==> config.mk <==
export PLATFORM = sky130hd
export DESIGN_NAME = regfile_wb_arbiter_flat
export DESIGN_NICKNAME = d
export VERILOG_FILES = /design/src/rtl/regfile_wb_arbiter_if.sv /design/src/rtl/regfile_wb_arbiter.sv /design/src/flat_wrapper.sv
export SDC_FILE = /design/constraint.sdc
export NUM_CORES = 1
export LEC_CHECK = 0
export BUFFER_PORTS_ARGS = -buffer_cell sky130_fd_sc_hd__buf_2
export CORE_UTILIZATION = 30
export DETAILED_ROUTE_END_ITERATION = 6
export GPL_ROUTABILITY_DRIVEN = 0
export HOLD_SLACK_MARGIN = 0.06
export MAX_ROUTING_LAYER = met4
export PLACE_DENSITY = 0.53
export SLEW_MARGIN = 20
export SYNTH_ARGS = -nofsm -noshare
export SYNTH_HDL_FRONTEND = slang
export SYNTH_SLANG_ARGS = --single-unit
==> constraint.sdc <==
create_clock -name clk -period 1.4 [get_ports clk]
set_clock_uncertainty 0.05 [all_clocks]
set_input_delay 0.14 -clock clk [delete_from_list [all_inputs] [get_ports clk]]
set_output_delay 0.14 -clock clk [all_outputs]
set_load 0.005 [all_outputs]
==> src/rtl/regfile_wb_arbiter_if.sv <==
// Writeback bus between the execute/memory requesters, the decode hazard query
// and the register-file write port.
interface regfile_wb_arbiter_if #(
  parameter int DW = 32,
  parameter int AW = 5
);
  logic          req0_valid;
  logic [AW-1:0] req0_addr;
  logic [DW-1:0] req0_data;
  logic          req0_ready;
  logic          req1_valid;
  logic [AW-1:0] req1_addr;
  logic [DW-1:0] req1_data;
  logic          req1_ready;
  logic          issue_en;
  logic [AW-1:0] issue_addr;
  logic [AW-1:0] chk_addr0;
  logic [AW-1:0] chk_addr1;
  logic          hazard0;
  logic          hazard1;
  logic          rf_wen;
  logic [AW-1:0] rf_waddr;
  logic [DW-1:0] rf_wdata;

  modport slave (
    input  req0_valid, req0_addr, req0_data,
    output req0_ready,
    input  req1_valid, req1_addr, req1_data,
    output req1_ready,
    input  issue_en, issue_addr, chk_addr0, chk_addr1,
    output hazard0, hazard1,
    output rf_wen, rf_waddr, rf_wdata
  );

  modport master (
    output req0_valid, req0_addr, req0_data,
    input  req0_ready,
    output req1_valid, req1_addr, req1_data,
    input  req1_ready,
    output issue_en, issue_addr, chk_addr0, chk_addr1,
    input  hazard0, hazard1,
    input  rf_wen, rf_waddr, rf_wdata
  );
endinterface

==> src/rtl/regfile_wb_arbiter.sv <==
// Round-robin sharing of the register-file write port between ALU (0) and
// load/multi-cycle (1) writebacks, plus a pending-write scoreboard for RAW checks.
module regfile_wb_arbiter #(
  parameter int DW = 32,
  parameter int AW = 5
) (
  input logic                 clk,
  input logic                 rst,
  regfile_wb_arbiter_if.slave bus
);
  localparam int NREG = 2 ** AW;

  logic            last_grant;
  logic [NREG-1:0] pending;
  logic [NREG-1:0] pending_nxt;
  logic            accept0;
  logic            accept1;
  logic            wen_nxt;
  logic [AW-1:0]   waddr_nxt;
  logic [DW-1:0]   wdata_nxt;

  // Under contention only the requester that did not win last time is ready.
  always_comb begin
    bus.req0_ready = !rst && (!bus.req1_valid || last_grant);
    bus.req1_ready = !rst && (!bus.req0_valid || !last_grant);
    accept0        = bus.req0_valid && bus.req0_ready;
    accept1        = bus.req1_valid && bus.req1_ready;
  end

  always_comb begin
    wen_nxt   = 1'b0;
    waddr_nxt = bus.rf_waddr;
    wdata_nxt = bus.rf_wdata;
    if (accept0) begin
      wen_nxt   = (bus.req0_addr != '0);
      waddr_nxt = bus.req0_addr;
      wdata_nxt = bus.req0_data;
    end else if (accept1) begin
      wen_nxt   = (bus.req1_addr != '0);
      waddr_nxt = bus.req1_addr;
      wdata_nxt = bus.req1_data;
    end
  end

  // Set is applied after clear so a newly issued producer survives a commit.
  always_comb begin
    pending_nxt = pending;
    if (bus.rf_wen) pending_nxt[bus.rf_waddr] = 1'b0;
    if (bus.issue_en && (bus.issue_addr != '0)) pending_nxt[bus.issue_addr] = 1'b1;
  end

  always_comb begin
    bus.hazard0 = !rst && pending[bus.chk_addr0] && (bus.chk_addr0 != '0);
    bus.hazard1 = !rst && pending[bus.chk_addr1] && (bus.chk_addr1 != '0);
  end

  always_ff @(posedge clk) begin
    if (rst) begin
      bus.rf_wen   <= 1'b0;
      bus.rf_waddr <= '0;
      bus.rf_wdata <= '0;
      pending      <= '0;
      last_grant   <= 1'b1;
    end else begin
      bus.rf_wen   <= wen_nxt;
      bus.rf_waddr <= waddr_nxt;
      bus.rf_wdata <= wdata_nxt;
      pending      <= pending_nxt;
      if (accept0)      last_grant <= 1'b0;
      else if (accept1) last_grant <= 1'b1;
    end
  end
endmodule

==> src/flat_wrapper.sv <==
// flat-port wrapper written by rule: the top's interface ports become plain ports
module regfile_wb_arbiter_flat 
#(
  parameter int DW = 32,
  parameter int AW = 5
)
  (clk, rst, bus_req0_valid, bus_req0_addr, bus_req0_data, bus_req0_ready, bus_req1_valid, bus_req1_addr, bus_req1_data, bus_req1_ready, bus_issue_en, bus_issue_addr, bus_chk_addr0, bus_chk_addr1, bus_hazard0, bus_hazard1, bus_rf_wen, bus_rf_waddr, bus_rf_wdata);
  regfile_wb_arbiter_if #(.DW(DW), .AW(AW)) bus_i ();
  input logic clk;
  input logic rst;
  input wire logic [$bits(bus_i.req0_valid)-1:0] bus_req0_valid;
  input wire logic [$bits(bus_i.req0_addr)-1:0] bus_req0_addr;
  input wire logic [$bits(bus_i.req0_data)-1:0] bus_req0_data;
  output wire logic [$bits(bus_i.req0_ready)-1:0] bus_req0_ready;
  input wire logic [$bits(bus_i.req1_valid)-1:0] bus_req1_valid;
  input wire logic [$bits(bus_i.req1_addr)-1:0] bus_req1_addr;
  input wire logic [$bits(bus_i.req1_data)-1:0] bus_req1_data;
  output wire logic [$bits(bus_i.req1_ready)-1:0] bus_req1_ready;
  input wire logic [$bits(bus_i.issue_en)-1:0] bus_issue_en;
  input wire logic [$bits(bus_i.issue_addr)-1:0] bus_issue_addr;
  input wire logic [$bits(bus_i.chk_addr0)-1:0] bus_chk_addr0;
  input wire logic [$bits(bus_i.chk_addr1)-1:0] bus_chk_addr1;
  output wire logic [$bits(bus_i.hazard0)-1:0] bus_hazard0;
  output wire logic [$bits(bus_i.hazard1)-1:0] bus_hazard1;
  output wire logic [$bits(bus_i.rf_wen)-1:0] bus_rf_wen;
  output wire logic [$bits(bus_i.rf_waddr)-1:0] bus_rf_waddr;
  output wire logic [$bits(bus_i.rf_wdata)-1:0] bus_rf_wdata;
  assign bus_i.req0_valid = bus_req0_valid;
  assign bus_i.req0_addr = bus_req0_addr;
  assign bus_i.req0_data = bus_req0_data;
  assign bus_req0_ready = bus_i.req0_ready;
  assign bus_i.req1_valid = bus_req1_valid;
  assign bus_i.req1_addr = bus_req1_addr;
  assign bus_i.req1_data = bus_req1_data;
  assign bus_req1_ready = bus_i.req1_ready;
  assign bus_i.issue_en = bus_issue_en;
  assign bus_i.issue_addr = bus_issue_addr;
  assign bus_i.chk_addr0 = bus_chk_addr0;
  assign bus_i.chk_addr1 = bus_chk_addr1;
  assign bus_hazard0 = bus_i.hazard0;
  assign bus_hazard1 = bus_i.hazard1;
  assign bus_rf_wen = bus_i.rf_wen;
  assign bus_rf_waddr = bus_i.rf_waddr;
  assign bus_rf_wdata = bus_i.rf_wdata;
  regfile_wb_arbiter #(.DW(DW), .AW(AW)) u_core (.clk(clk), .rst(rst), .bus(bus_i));
endmodule
# Word-level counts from Yosys, hierarchy flattened
# Index checks and enable logic that the tools add are counted.
# classes
n_div	0
multipliers	0
muxes	18
n_lt_le_gt_ge	6
addsub	0
n_eq_ne	0
n_bitwise	3
reduce_logical	23
shifts	0
# op_table
cell	count
$mux 32	4
$and 32x32->32	1
$not 32->32	1
$or 32x32->32	1
$reduce_bool 5->1	5
$lt 5x6->1 const B	4
$logic_and 1x1->1	11
$bmux 1 s5	2
$demux 1 s5	2
$ge 5x1->1 const B	2
$mux 5	2
$mux 1	8
$logic_not 1->1	4
$logic_or 1x1->1	2
$reduce_bool 2->1	1
# totals
regBits	71
input_bits	94
latch_bits	0
elab_cells	55
ram_bits	0
memories	0
output_inout_bits	42
rom_bits	0

# Logic depth before layout (Yosys ltp)
# logic_depth
depth_word	9
ltp_mapped	6
depth_no_buf	4

# Least setup slack after synthesis
# Ideal clock, no wire load.
# synth_timing
path_kind	register to register
startpoint	reg u_core.bus.rf_wen
endpoint	reg u_core.pending[12]
setup_time_ps	132
stages_incl_launch_ff	5
t_required_ps	1218
synth_period_minus_slack_ps	1355
arrival_time_ps	1172
path_slack_ps	45
path_buffers	1
cell_sequence	dfxtp_1 or3b_2 clkbuf_1 o21ai_0 a21oi_1
# synth_between
elab_chain_cells	3
# synth_lines
element	line_no	source
start: declaration	regfile_wb_arbiter_if.sv:32	output rf_wen, rf_waddr, rf_wdata
start signal: assignment	regfile_wb_arbiter.sv:65	bus.rf_wen <= wen_nxt;
$mux 32 *	regfile_wb_arbiter.sv:48	if (bus.rf_wen) pending_nxt[bus.rf_waddr] = 1'b0;
$or 32x32->32 (no source line)	n/a	
$mux 32 *	regfile_wb_arbiter.sv:49	if (bus.issue_en && (bus.issue_addr != '0)) pending_nxt[bus.issue_addr] = 1'b1;
end signal: assignment	regfile_wb_arbiter.sv:68	pending <= pending_nxt;
end: declaration	regfile_wb_arbiter.sv:14	logic [NREG-1:0] pending;
# Mark *: on every way between the ends. The rest lies on a longest branch, timed or not.
# A chain may end at the register's enable or synchronous reset.

# Worst setup path in the final report
# layout_timing
startpoint	reg u_core.pending[7]
endpoint	out bus_hazard0
# layout_between
elab_chain_cells	4
# layout_lines
element	line_no	source
$bmux 1 s5	regfile_wb_arbiter.sv:53	bus.hazard0 = !rst && pending[bus.chk_addr0] && (bus.chk_addr0 != '0);
$mux 1 (implied by the code)	regfile_wb_arbiter.sv:53	
$logic_and 1x1->1 (2 in a row)	regfile_wb_arbiter.sv:53	
end: declaration	flat_wrapper.sv:23	output wire logic [$bits(bus_i.hazard0)-1:0] bus_hazard0;
# Every way passes these cells. The select of a mux whose other input is x is not followed.

==> out/results.tsv <==
stage	metric	value	unit
critical_path	cp.arrival	1.64	ns
synth	syn_nets	553	
synth	synth_ff_type	dfxtp_1	
synth	netlist_area	0.003700	mm2
floorplanning	fp.dieW	113.1	um
floorplanning	core	0.01201	mm2
cts	numCtsBuffers	9	
routing	vias	4288	
cts	clk_pin_slew_worst_paths	0.05	ns
sta	finalHoldViolations	0	
synth	yosys.area.top_type_share	0.3788	
routing	wire_per_inst	17.53	um
synth	netlist_instances	459	
sta	slew_headroom	0.6742	
cts	ctsRootBufferMaster	clkbuf_16	
critical_path	crit_fanout	3	
placed_design	portBuffers	135	
synth	netlist_top_cells_area	dfxtp_1 (38%), nand2_1 (11%), a311oi_2 (6.1%)	
cts	cts_tree	yes	
floorplanning	ioPinCount	136	
final_layout	finalCoreUtilization	0.4919	
placed_design	dp_hpwl	8602	um
sta	setup_viol	22	
synth	ys_ff_latch	70	
final_layout	area_growth	59.69	%
synth	syn_avg_cell_area	8.061	um2
sta	fin_ws	-0.4329	ns
synth	yosysTopAreaCell	dfxtp_1	
status	failed_checks	negative setup slack	
final_layout	fin_area	0.005908	mm2
synth	synthArstFlopShare	0	
worst_hold_path	min_path_type	in -> reg	
placed_design	pre_cts_slack	-0.1120	ns
floorplanning	die_area	0.01278	mm2
cts	clock-sinks	70	
power	powerDensity	917.6	mW/mm2
sta	rsz0062_at_grt	yes	
synth	seq_area_frac_synth	0.3788	
routing	wirelength	14260	um
global_route	antenna_found_initial	0	
critical_path	cp_data_required_time	1.21	ns
cts	insertion_delay	0.33	ns
routing	antenna_left	0	
final_layout	finalNetCount	756	
routing	viasPerCell	5.274	
global_route	grt_pass1_wl	21070	um
synth	synth_cell_type_count	40	
sta	maxSlewViolCount	0	
floorplanning	initial_core_util	0.3080	
placed_design	postPlaceCellArea	0.004666	mm2
global_route	grt.overflow.total	0	
floorplanning	die_h	113.1	um
status	outcome	finished, violations left	
critical_path	crit_path_end_kind	output pin	
final_layout	antennaDiodeCount	0	
run	drv_cap	0	
sta	min_period	1.833	ns
synth	yosysWarnings	0	
synth	synth_edf_count	0	
global_route	grt_max_degree	70	
cts	cts-htree-levels	3	
power	leakagePower	2.528	nW
routing	dr.pass1.iters	4	
routing	drc	0	
critical_path	crit_type	reg -> out	
sta	tightest_slew	0.4876	ns
power	ir_worst_vdd	0.0006252	V
sta	fin_crit_sh	1.309	
floorplanning	placementRows	40	
critical_path	start_kind	register	
routing	drt_iter0_drc	174	
final_layout	drive_gt1_frac	0.3844	
sta	fmax	0.5456	GHz
global_route	grt_util_all_layers	0.2150	
cts	clock_path_buffers	2	
global_route	grt_pass1_vias	4337	
[where the power goes]
group / leakage [nW] / internal (mW) / switching (mW)
logic: 1.82 / 0.576 / 0.567
clock network: 0.133 / 1.29 / 0.824
registers: 0.575 / 2.10 / 0.0699
[flip-flops by register name, summed over array words and instances (netlist names)]
name                 count
u_core.pending          31
u_core.last_grant        1
u_core.bus.rf_wdata     32
u_core.bus.rf_waddr      5
u_core.bus.rf_wen        1
[cell usage after synthesis (5+ instances only)]
master and count:
dfxtp_1 70, a311oi_2 15, a21oi_1 38, inv_1 5, nand3b_1 7, nand3_1 18, nor2b_1 6, nor2_1 40
mux2i_1 22, a311oi_1 18, nand2_1 105, buf_2 15, a22oi_1 8, o21ai_0 33, clkbuf_1 12
[per-layer routing]
metal	GRT usage	up-vias	share of wire
met1	0.2631	2057	0.44
met5	-	-	0
met2	0.3571	162	0.48
met3	0.04713	19	0.057
li1	-	2050	-
met4	0.05877	0	0.019
[area by class of cell]
type	instances	area (um2)
inverters	5	18.77
well taps	147	183.9
clock inverters	1	5.005
repair buffers	225	1680
multi-input cells	351	2346
clock buffers	14	264.0
flip-flops and latches	70	1410
fillers	1128	6103
[kinds of logic after synthesis]
group                  share of synthesized area
flip-flops                                0.3788
AO/OA/AOI/OAI                             0.2377
AND/OR/NAND/NOR                           0.2479
buffers and inverters                    0.05174
multiplexers                             0.08387
[metrics by stage]
stage / hold WS (ns) / instances / power [mW] / TNS, ns
final: 0.06270 / 813 / 5.421 / -1.495
after floorplan: 0.1904 / 459 / 2.630 / 0
after global routing: 0.07474 / 813 / 5.659 / -3.254
after global placement: 0.3521 / 734 / 3.041 / -0.1696
after CTS: 0.06385 / 802 / 5.275 / -0.8708
after detailed placement: 0.3636 / 734 / 3.058 / -1.468
[timing repair]
action                                 in CTS  in global routing
endpoints found under the hold margin      37                  0
setup buffers                               0                  1
hold buffers                               53                  0
gates cloned                                0                 10
pin swaps                                   3                 45
resized for setup                           2                 66
setup endpoints to repair                  27                 49
[final timing paths]
check                                              from                 endpoint  slack [ns]  cells past startpoint
worst max register to register        u_core.last_grant  u_core.bus.rf_wdata[28]       -0.10                      5
worst min register to register  u_core.bus.rf_wdata[24]  u_core.bus.rf_wdata[24]        0.42                      2
worst min-delay path                   bus_req0_addr[3]        u_core.bus.rf_wen        0.06                      3
worst max-delay path                  u_core.pending[7]              bus_hazard0       -0.43                      5
[worst max-delay path: stages, from the launching register on]
cell	delay (ns)
dfxtp_2	0.32
mux4_2	0.46
or2_1	0.24
nand3_2	0.06
nand4_1	0.09
buf_2	0.15
[layout by cell type (no fill, tap or decap), types with 3 or more instances in the layout]
master and n:
a21oi_1 37, a22oi_1 8, a311oi_1 6, a311oi_2 27
buf_12 6, buf_2 136, buf_4 21, clkbuf_1 3
clkbuf_16 15, dfxtp_1 65, dfxtp_2 4, dlygate4sd3_1 53
inv_1 5, mux2i_1 22, mux4_2 4, nand2_1 79
nand2_2 13, nand2_4 14, nand3_1 16, nand3b_1 7
nor2_1 40, nor2b_1 6, nor3b_1 4, o21ai_0 32
Note: power is estimated with default switching activity, not from simulation.
